--- src/rtl/jtag_master.sv ---
// Bit-banged JTAG initiator: runs TAP reset, IR/DR shifts and idle clocks,
// always starting and ending in Run-Test/Idle, and returns the captured TDO bits.
module jtag_master #(
    parameter int CLK_DIV  = 4,
    parameter int MAX_BITS = 32,
    parameter int LEN_BITS = $clog2(MAX_BITS + 1)
) (
    input  logic                clk,
    input  logic                reset,
    input  logic                cmd_valid,
    output logic                cmd_ready,
    input  logic [1:0]          cmd_type,
    input  logic [LEN_BITS-1:0] cmd_len,
    input  logic [MAX_BITS-1:0] cmd_data,
    output logic                rsp_valid,
    output logic [MAX_BITS-1:0] rsp_data,
    output logic                jtag_tck,
    output logic                jtag_tms,
    output logic                jtag_tdi,
    input  logic                jtag_tdo
);

    // state   | meaning
    // ST_IDLE | parked in Run-Test/Idle, accepting commands
    // ST_PRE  | TMS preamble (post-reset init, TAP reset, walk to Shift-IR/DR)
    // ST_DATA | shifting data bits, or free-running idle clocks
    // ST_POST | Exit1 -> Update -> Run-Test/Idle
    localparam logic [1:0] ST_IDLE = 2'd0;
    localparam logic [1:0] ST_PRE  = 2'd1;
    localparam logic [1:0] ST_DATA = 2'd2;
    localparam logic [1:0] ST_POST = 2'd3;

    localparam logic [1:0] CMD_RESET = 2'd0;
    localparam logic [1:0] CMD_IR    = 2'd1;
    localparam logic [1:0] CMD_DR    = 2'd2;
    localparam logic [1:0] CMD_IDLE  = 2'd3;

    localparam int                  DIV_W    = (CLK_DIV > 1) ? $clog2(CLK_DIV) : 1;
    localparam logic [DIV_W-1:0]    DIV_LAST = DIV_W'(CLK_DIV - 1);
    localparam logic [LEN_BITS-1:0] LEN_MAX  = LEN_BITS'(MAX_BITS);

    // Preamble TMS patterns, consumed LSB first.
    localparam logic [5:0] PAT_RESET = 6'b011111;
    localparam logic [5:0] PAT_IR    = 6'b000011;
    localparam logic [5:0] PAT_DR    = 6'b000001;

    logic [1:0]          state, state_n;
    logic [DIV_W-1:0]    div, div_n;
    logic [5:0]          pre_pat, pre_pat_n;
    logic [2:0]          pre_cnt, pre_cnt_n;
    logic [LEN_BITS-1:0] bit_cnt, bit_cnt_n, len_clamp;
    logic                post_first, post_first_n;
    logic                idle_cmd, idle_cmd_n;
    logic                has_post, has_post_n;
    logic                respond, respond_n;
    logic [MAX_BITS-1:0] tdi_sr, tdi_sr_n;
    logic [MAX_BITS-1:0] cap, cap_n, cap_mask, cap_mask_n;
    logic [MAX_BITS-1:0] rsp_data_n;
    logic                rsp_valid_n, tck_n, tms_n, tdi_n;
    logic                tdo_meta, tdo_sync;
    logic                finish;

    assign cmd_ready = (state == ST_IDLE);
    assign len_clamp = (cmd_len > LEN_MAX) ? LEN_MAX : cmd_len;

    always_comb begin
        state_n      = state;
        div_n        = div;
        tck_n        = jtag_tck;
        pre_pat_n    = pre_pat;
        pre_cnt_n    = pre_cnt;
        bit_cnt_n    = bit_cnt;
        post_first_n = post_first;
        idle_cmd_n   = idle_cmd;
        has_post_n   = has_post;
        respond_n    = respond;
        tdi_sr_n     = tdi_sr;
        cap_n        = cap;
        cap_mask_n   = cap_mask;
        rsp_valid_n  = 1'b0;
        rsp_data_n   = rsp_data;
        finish       = 1'b0;

        if (state == ST_IDLE) begin
            if (cmd_valid) begin
                div_n        = '0;
                tck_n        = 1'b0;
                tdi_sr_n     = cmd_data;
                cap_n        = '0;
                cap_mask_n   = MAX_BITS'(1);
                post_first_n = 1'b0;
                respond_n    = 1'b1;
                idle_cmd_n   = (cmd_type == CMD_IDLE);
                has_post_n   = (cmd_type == CMD_IR) || (cmd_type == CMD_DR);
                bit_cnt_n    = len_clamp;
                case (cmd_type)
                    CMD_RESET: begin
                        pre_pat_n = PAT_RESET;
                        pre_cnt_n = 3'd6;
                        bit_cnt_n = '0;
                        state_n   = ST_PRE;
                    end
                    CMD_IR: begin
                        pre_pat_n = PAT_IR;
                        pre_cnt_n = 3'd4;
                        state_n   = (len_clamp == '0) ? ST_IDLE : ST_PRE;
                    end
                    CMD_DR: begin
                        pre_pat_n = PAT_DR;
                        pre_cnt_n = 3'd3;
                        state_n   = (len_clamp == '0) ? ST_IDLE : ST_PRE;
                    end
                    default: begin
                        pre_cnt_n = 3'd0;
                        state_n   = (len_clamp == '0) ? ST_IDLE : ST_DATA;
                    end
                endcase
                // Zero-length shifts and idles complete without touching TCK.
                if (state_n == ST_IDLE) begin
                    rsp_valid_n = 1'b1;
                    rsp_data_n  = '0;
                end
            end
        end else if (div != DIV_LAST) begin
            div_n = div + 1'b1;
        end else begin
            div_n = '0;
            tck_n = ~jtag_tck;
            if (jtag_tck) begin
                case (state)
                    ST_PRE: begin
                        if (pre_cnt > 3'd1) begin
                            pre_cnt_n = pre_cnt - 1'b1;
                            pre_pat_n = pre_pat >> 1;
                        end else if (bit_cnt != '0) begin
                            state_n = ST_DATA;
                        end else begin
                            finish = 1'b1;
                        end
                    end
                    ST_DATA: begin
                        if (!idle_cmd) begin
                            cap_n      = cap | (cap_mask & {MAX_BITS{tdo_sync}});
                            cap_mask_n = cap_mask << 1;
                        end
                        if (bit_cnt > LEN_BITS'(1)) begin
                            bit_cnt_n = bit_cnt - 1'b1;
                            tdi_sr_n  = tdi_sr >> 1;
                        end else if (has_post) begin
                            state_n      = ST_POST;
                            post_first_n = 1'b1;
                        end else begin
                            finish = 1'b1;
                        end
                    end
                    ST_POST: begin
                        if (post_first) post_first_n = 1'b0;
                        else            finish       = 1'b1;
                    end
                    default: finish = 1'b1;
                endcase
                if (finish) begin
                    state_n = ST_IDLE;
                    if (respond) begin
                        rsp_valid_n = 1'b1;
                        rsp_data_n  = cap_n;
                    end
                end
            end
        end

        // Pins follow the descriptors of the TCK cycle about to start, so they
        // only move on the edge that opens a low phase.
        case (state_n)
            ST_PRE:  tms_n = pre_pat_n[0];
            ST_DATA: tms_n = !idle_cmd_n && (bit_cnt_n == LEN_BITS'(1));
            ST_POST: tms_n = post_first_n;
            default: tms_n = 1'b0;
        endcase
        tdi_n = (state_n == ST_DATA) && !idle_cmd_n && tdi_sr_n[0];
    end

    always_ff @(posedge clk) begin
        if (reset) begin
            state      <= ST_PRE;
            div        <= '0;
            pre_pat    <= PAT_RESET;
            pre_cnt    <= 3'd6;
            bit_cnt    <= '0;
            post_first <= 1'b0;
            idle_cmd   <= 1'b0;
            has_post   <= 1'b0;
            respond    <= 1'b0;
            tdi_sr     <= '0;
            cap        <= '0;
            cap_mask   <= MAX_BITS'(1);
            rsp_valid  <= 1'b0;
            rsp_data   <= '0;
            jtag_tck   <= 1'b0;
            jtag_tms   <= 1'b1;
            jtag_tdi   <= 1'b0;
            tdo_meta   <= 1'b0;
            tdo_sync   <= 1'b0;
        end else begin
            state      <= state_n;
            div        <= div_n;
            pre_pat    <= pre_pat_n;
            pre_cnt    <= pre_cnt_n;
            bit_cnt    <= bit_cnt_n;
            post_first <= post_first_n;
            idle_cmd   <= idle_cmd_n;
            has_post   <= has_post_n;
            respond    <= respond_n;
            tdi_sr     <= tdi_sr_n;
            cap        <= cap_n;
            cap_mask   <= cap_mask_n;
            rsp_valid  <= rsp_valid_n;
            rsp_data   <= rsp_data_n;
            jtag_tck   <= tck_n;
            jtag_tms   <= tms_n;
            jtag_tdi   <= tdi_n;
            tdo_meta   <= jtag_tdo;
            tdo_sync   <= tdo_meta;
        end
    end

endmodule
--- config.mk ---
export PLATFORM = sky130hd
export DESIGN_NAME = jtag_master
export DESIGN_NICKNAME = d
export VERILOG_FILES = /design/src/rtl/jtag_master.sv
export SDC_FILE = /design/constraint.sdc
export NUM_CORES = 1
export LEC_CHECK = 0
export BUFFER_PORTS_ARGS = -buffer_cell sky130_fd_sc_hd__buf_2
export CORE_MARGIN = 2
export CORE_UTILIZATION = 50
export DETAILED_ROUTE_END_ITERATION = 10
export GPL_TIMING_DRIVEN = 0
export PLACE_DENSITY_LB_ADDON = 0.12
export SLEW_MARGIN = 20
export SYNTH_ARGS = -nofsm -noshare
export SYNTH_HDL_FRONTEND = slang
export SYNTH_SLANG_ARGS = --single-unit
--- constraint.sdc ---
create_clock -name clk -period 2.1 [get_ports clk]
set_clock_uncertainty 0.15 [all_clocks]
set_input_delay 0.42 -clock clk [delete_from_list [all_inputs] [get_ports clk]]
set_output_delay 0.42 -clock clk [all_outputs]
set_load 0.05 [all_outputs]
Word level (Yosys, flattened, before mapping)
Index checks and enable logic that the tools add are counted.
W data, S select, Z words.
- bits in registers: 157
- bits of input ports: 44
- output and inout bits: 37
- logic and storage cells: 166
- add/subtract/negate cells: 3
- magnitude comparators: 3
- eq/ne operators: 16
- mux-type cells: 94
- bitwise gates (word level): 3
- reductions and logical operators: 26
- operator list (cell ; count):
    $mux W32 ; 25
    $mux W6 ; 14
    $and A32 B32 Y32 ; 1
    $or A32 B32 Y32 ; 1
    $mux W2 ; 15
    $mux W1 ; 27
    $mux W3 ; 6
    $pmux W6 S3 ; 1
    $reduce_and A5 Y1 ; 3
    $reduce_bool A2 Y1 ; 7
    $eq A2 B2 Y1 const B ; 6
    $reduce_and A6 Y1 ; 2
    $pmux W3 S3 ; 1
    $ne A2 B2 Y1 const B ; 4
    $pmux W2 S2 ; 2
    $eq A2 B1 Y1 const B ; 3
    $eq A6 B1 Y1 const B ; 1
    $gt A6 B1 Y1 const B ; 1
    $gt A6 B6 Y1 const B ; 1
    $logic_not A2 Y1 ; 3
    $logic_not A6 Y1 ; 1
    $pmux W1 S3 ; 2
    $reduce_bool A6 Y1 ; 1
    $sub A6 B1 Y6 const B ; 1
    other kinds (13) ; 16

Longest topological paths before layout
- depth after elaboration: 14
- gate-level depth with buffers: 10
- mapped depth without buffers: 8

Worst setup path before layout
Ideal clock, no wire load.
- kind: reg2reg
- start point: reg state[1]
- end point: reg jtag_tms
- setup time: 0.060 ns
- data arrival time: 2.355 ns
- required time: 1.890 ns
- setup slack: -0.465 ns
- cell stages (with the launch flop): 10
- path buffers: 1
- clock period less this slack: 2.565 ns
- cells stage by stage: dfxtp_1 inv_1 ha_1 buf_2 clkinv_1 a311o_1 o31ai_1 nand4_1 nor3b_1 a311o_1
- elaborated cells on any way between the ends: 38
- classes of those cells: eq/ne (7); mux (28); reduce/logical (3)
- RTL lines (what ; line ; text):
    from (decl) ; 47 ; logic [1:0] state, state_n;
    from (signal assigned) ; 205 ; state <= state_n;
    $logic_not A2 Y1 * ; - ;
    net cmd_ready ; 11 ; output logic cmd_ready,
    $mux W6 / $mux W1 (equally long branches) ; 84 ; if (state == ST_IDLE) begin
    $eq A6 B1 Y1 / $logic_not A1 Y1 (equally long branches) ; 176 ; ST_DATA: tms_n = !idle_cmd_n && (bit_cnt_n == LEN_BITS'(1));
    $logic_and A1 B1 Y1 ; 176 ;
    $pmux W1 S3 * ; 174 ; case (state_n)
    to (signal assigned) ; 220 ; jtag_tms <= tms_n;
    to (decl) ; 18 ; output logic jtag_tms,
The timed path passes the listed nets; every way through them passes the cells marked *. The select of a mux whose other input is x is not followed.
A chain may end at the register's enable or synchronous reset.

Worst setup path in the final report
- start point: reg state[0]
- end point: reg jtag_tms
- longest elaborated chain between the ends: 11
- elaborated cells on any way between the ends: 38
- classes of those cells: eq/ne (7); mux (28); reduce/logical (3)
- RTL lines (what ; line ; text):
    $eq A2 B2 Y1 / $eq A2 B1 Y1 (equally long branches) ; 130 ; case (state)
    $pmux W1 S3 ; 130 ;
    $mux W1 ; 129 ; if (jtag_tck) begin
    $mux W1 ; 124 ; end else if (div != DIV_LAST) begin
    $mux W1 ; 84 ;
    $mux W2 ; 162 ; if (finish) begin
    $mux W2 ; 129 ;
    $mux W2 ; 124 ;
    $mux W2 ; 84 ;
    $eq A2 B2 Y1 / $eq A2 B1 Y1 (equally long branches) ; 174 ;
    $pmux W1 S3 * ; 174 ;
Every way passes the cells marked *; elsewhere a longest branch is shown, timed or not. The select of a mux whose other input is x is not followed.

==> summary.txt <==
Status
  – Status: finished with violations
  – Failing checks: negative setup slack

Placement
  – Placed Area: 7370 um^2
  – GP Congestion: 0.910
  – PortBufs: 80
  – Post-DP HPWL: between 10 and 15 mm
  – Place WS: -0.537 ns

Worst setup path
  – Nature of the critical path endpoint: flip-flop
  – Largest fanout on the critical path: 6
  – Crit path kind: flip-flop to flip-flop
  – CP startpoint kind: flip-flop
  – Worst path required time: 2.26 ns
  – Crit path arrival time: ~2.5 ns

Power
  – Sw power: 1.34 mW
  – P_int: a little under 5 mW
  – Leakage: 3.38 nW
  – Sw Share: 21.7%
  – Seq pwr share: 48.1%
  – Clock Power Share: between 40% and 50%
  – Comb power frac: 3.4%
  – Peak VDD IR: 0.531 mV
  – Power Density: between 600 and 700 nW/um^2

Synthesis
  – Mapped Cells: 808
  – Yosys cell types: 62
  – Synthesized Nets: slightly below 900
  – Post-synthesis sequential area ratio: 47.1%
  – Main flop type after synthesis: dfxtp_1
  – Post-synth ARST share: 0%
  – Post-Syn Area: 6630 um^2
  – Synthesized area per cell: a little over 8 um^2
  – Seq cells post-synth: about 160
  – EDFF count, synth: 0
  – Yosys warnings: 0

Clock network
  – CTS H-tree lvls: 4
  – Total CTS buffers: 17
  – Clk_lat worst skew: between 0.4 and 0.5 ns
  – Clock Sinks: 156
  – Clock root buffer: clkbuf_16
  – Longest Clk Path Bufs: 2
  – Hold buffers post-CTS: 0
  – CTS tree: done
  – Reg clk slew, reported paths: 0.06 ns

Timing
  – Setup ws final: -0.216 ns
  – Slew Limit Fails: 0
  – Worst slew margin: around 53%
  – Final hold violations: 0
  – Max Fclk: 0.432 GHz
  – Final TNS setup: -5.34 ns
  – # setup viols final: between 40 and 50
  – RSZ-0062 raised after global routing: true
  – Crit share post-route: 110%
  – Tightest Pin Transition: 0.707 ns
  – WHS: 0.0901 ns
  – Post-layout min period: 2.32 ns

GRT
  – Largest net degree at the start of global routing: 17
  – Total GRT Usage: 26.1%
  – First-pass GRT wire length: 29.6 mm
  – Vias in the first global route: 6068
  – Initial antenna violation count: 0
  – Total grt overflow: 0

Cells and area
  – Final Util: 68.1%
  – Final instance area: 8900 um^2
  – Layout net count: 1008
  – Area Overhead vs Synth: 34.4%
  – Fraction of layout cells with a size suffix above 1: 30.8%
  – Antenna diodes: 0

Run
  – Max Cap Viol: 0

Floorplan
  – Placement row count: 42
  – I/O pins: 81
  – Die area: ~14000 um^2
  – Die W: 119 um
  – Core area: around 13000 um^2
  – Initial Util: between 50% and 60%
  – DIE HEIGHT: 119 um

Route
  – Via Count: 6566
  – Wire per inst: 17.1 um
  – 1st-iter DRT viols: 485
  – Vias/cell: 5.78
  – Final wirelength: 19.5 mm
  – Drt first pass iters: 5
  – Detail Route Antenna Nets: 0
  – DR DRC count: 0

Min path
  – Hold Crit Class: primary input to flip-flop
-- logic make-up (layout without fill, tap and decap cells) --
group	after synthesis	after routing	share of synthesized area, %
adders and majority gates	16	16	3.02
DFF	156	156	47.1
muxes	5	5	0.812
buffers and inverters	78	230	4.85
AOI/OAI and AO/OA	241	241	23.1
and+or+nand+nor	309	309	20.6
xor gates and xnor gates	3	3	0.397
-- metal layers --
| metal | up-vias | part of all wire [%] | global-route usage [%] |
|---|---|---|---|
| met5 | - | 0 | 0 |
| li1 | 3130 | - | - |
| met3 | 45 | 5.5 | 5.12 |
| met2 | 220 | 48 | 43.3 |
| met1 | 3171 | 44 | 32.9 |
| met4 | 0 | 2.5 | 11.4 |
-- synth_stat cells, types with 3 or more instances --
master / instances / area (um^2)
buf_6: 3 / 33.8
nor3_1: 12 / 60.1
a21oi_1: 130 / 651
mux2_2: 3 / 33.8
buf_1: 6 / 22.5
a221o_1: 3 / 30.0
and2_1: 3 / 18.8
clkbuf_1: 46 / 173
or3_1: 3 / 18.8
o211ai_1: 3 / 22.5
nand4_1: 4 / 25.0
ha_1: 16 / 200
inv_1: 17 / 63.8
a211o_1: 3 / 26.3
a31oi_1: 5 / 31.3
nand3_1: 34 / 170
a22oi_1: 58 / 435
o21ai_0: 5 / 25.0
nand3b_1: 3 / 22.5
buf_2: 5 / 25.0
nor4_1: 3 / 18.8
nor3b_1: 4 / 30.0
dfxtp_1: 156 / 3120
nor2_1: 89 / 334
a211oi_1: 3 / 22.5
a2bb2oi_1: 7 / 61.3
nor2b_1: 8 / 50.1
nand2_1: 132 / 495
-- metrics by stage --
step | std cells | power, mW
finish | 1136 | 6.18
global route | 1136 | 6.36
CTS | 1119 | 6.19
detailed placement | 1064 | 3.23
global placement | 1064 | 3.22
floorplan | 808 | 3.14
-- flip-flops by register name, summed over array words and instances, names as in the netlist --
name / cells
cap: 32
cap_mask: 32
rsp_data: 32
tdi_sr: 32
bit_cnt: 6
pre_pat: 5
pre_cnt: 3
div: 2
state: 2
has_post: 1
idle_cmd: 1
jtag_tck: 1
jtag_tdi: 1
jtag_tms: 1
post_first: 1
respond: 1
rsp_valid: 1
tdo_meta: 1
tdo_sync: 1
-- layout by cell type, fill, tap and decap left out, types with 3 or more instances in the layout --
cell type,instances
and2_1,4
nand3_1,34
nand2_1,128
a22oi_1,26
nand4_1,4
nor3_1,12
clkinv_2,5
nor2b_1,7
a221o_1,3
inv_1,13
nor2_1,84
clkbuf_4,7
ha_1,9
buf_6,16
nor2_2,3
clkbuf_2,13
a211o_1,3
a2bb2oi_2,6
nand3b_1,3
buf_2,85
o21ai_1,3
dfxtp_4,3
dfxtp_2,6
a31oi_1,5
ha_4,5
buf_4,37
dfxtp_1,147
clkbuf_1,17
clkbuf_8,3
a22oi_2,32
inv_6,3
o211ai_1,3
a21oi_1,127
clkbuf_16,19
-- worst max-delay path: stages (launching register included) --
cell	delay (ns)
dfxtp_4	0.39
inv_6	0.05
ha_4	0.17
and4b_2	0.37
nand4_1	0.10
o211a_1	0.25
a211o_1	0.33
a311o_1	0.37
-- area by class of cell --
cell class | instances | area, um^2
Inverter | 18 | 87.6
Clock inverter | 11 | 118
Tap cell | 176 | 220
Multi-Input combinational cell | 574 | 3690
Clock buffer | 20 | 457
Buffer | 58 | 378
Fill cell | 1037 | 4180
Timing Repair Buffer | 123 | 817
Sequential cell | 156 | 3140
-- what timing repair did --
item,4_1_cts,5_1_grt
buffers inserted,23,14
setup endpoints to repair,141,134
cloned,1,5
pin swaps,24,75
endpoints found under the hold margin,0,0
gates resized for setup,83,110
-- power by group through the flow --
stage,combinational [mW],clock (mW),sequential [mW]
final,0.207,3.00,2.97
after global routing,0.225,3.16,2.97
after CTS,0.193,3.02,2.97
after detailed placement,0.187,0,3.04
after global placement,0.182,0,3.04
after floorplan,0.0939,0,3.04
-- path summary, 6_finish.rpt --
check,to,slack [ns],start,cells after the start
setup / recovery,jtag_tms,-0.22,state[0],7
setup reg to reg,jtag_tms,-0.22,state[0],7
hold reg to reg,tdo_sync,0.30,tdo_meta,1
hold / removal,tdi_sr[10],0.09,cmd_data[10],3
Note: power is estimated with default switching activity, not from simulation.
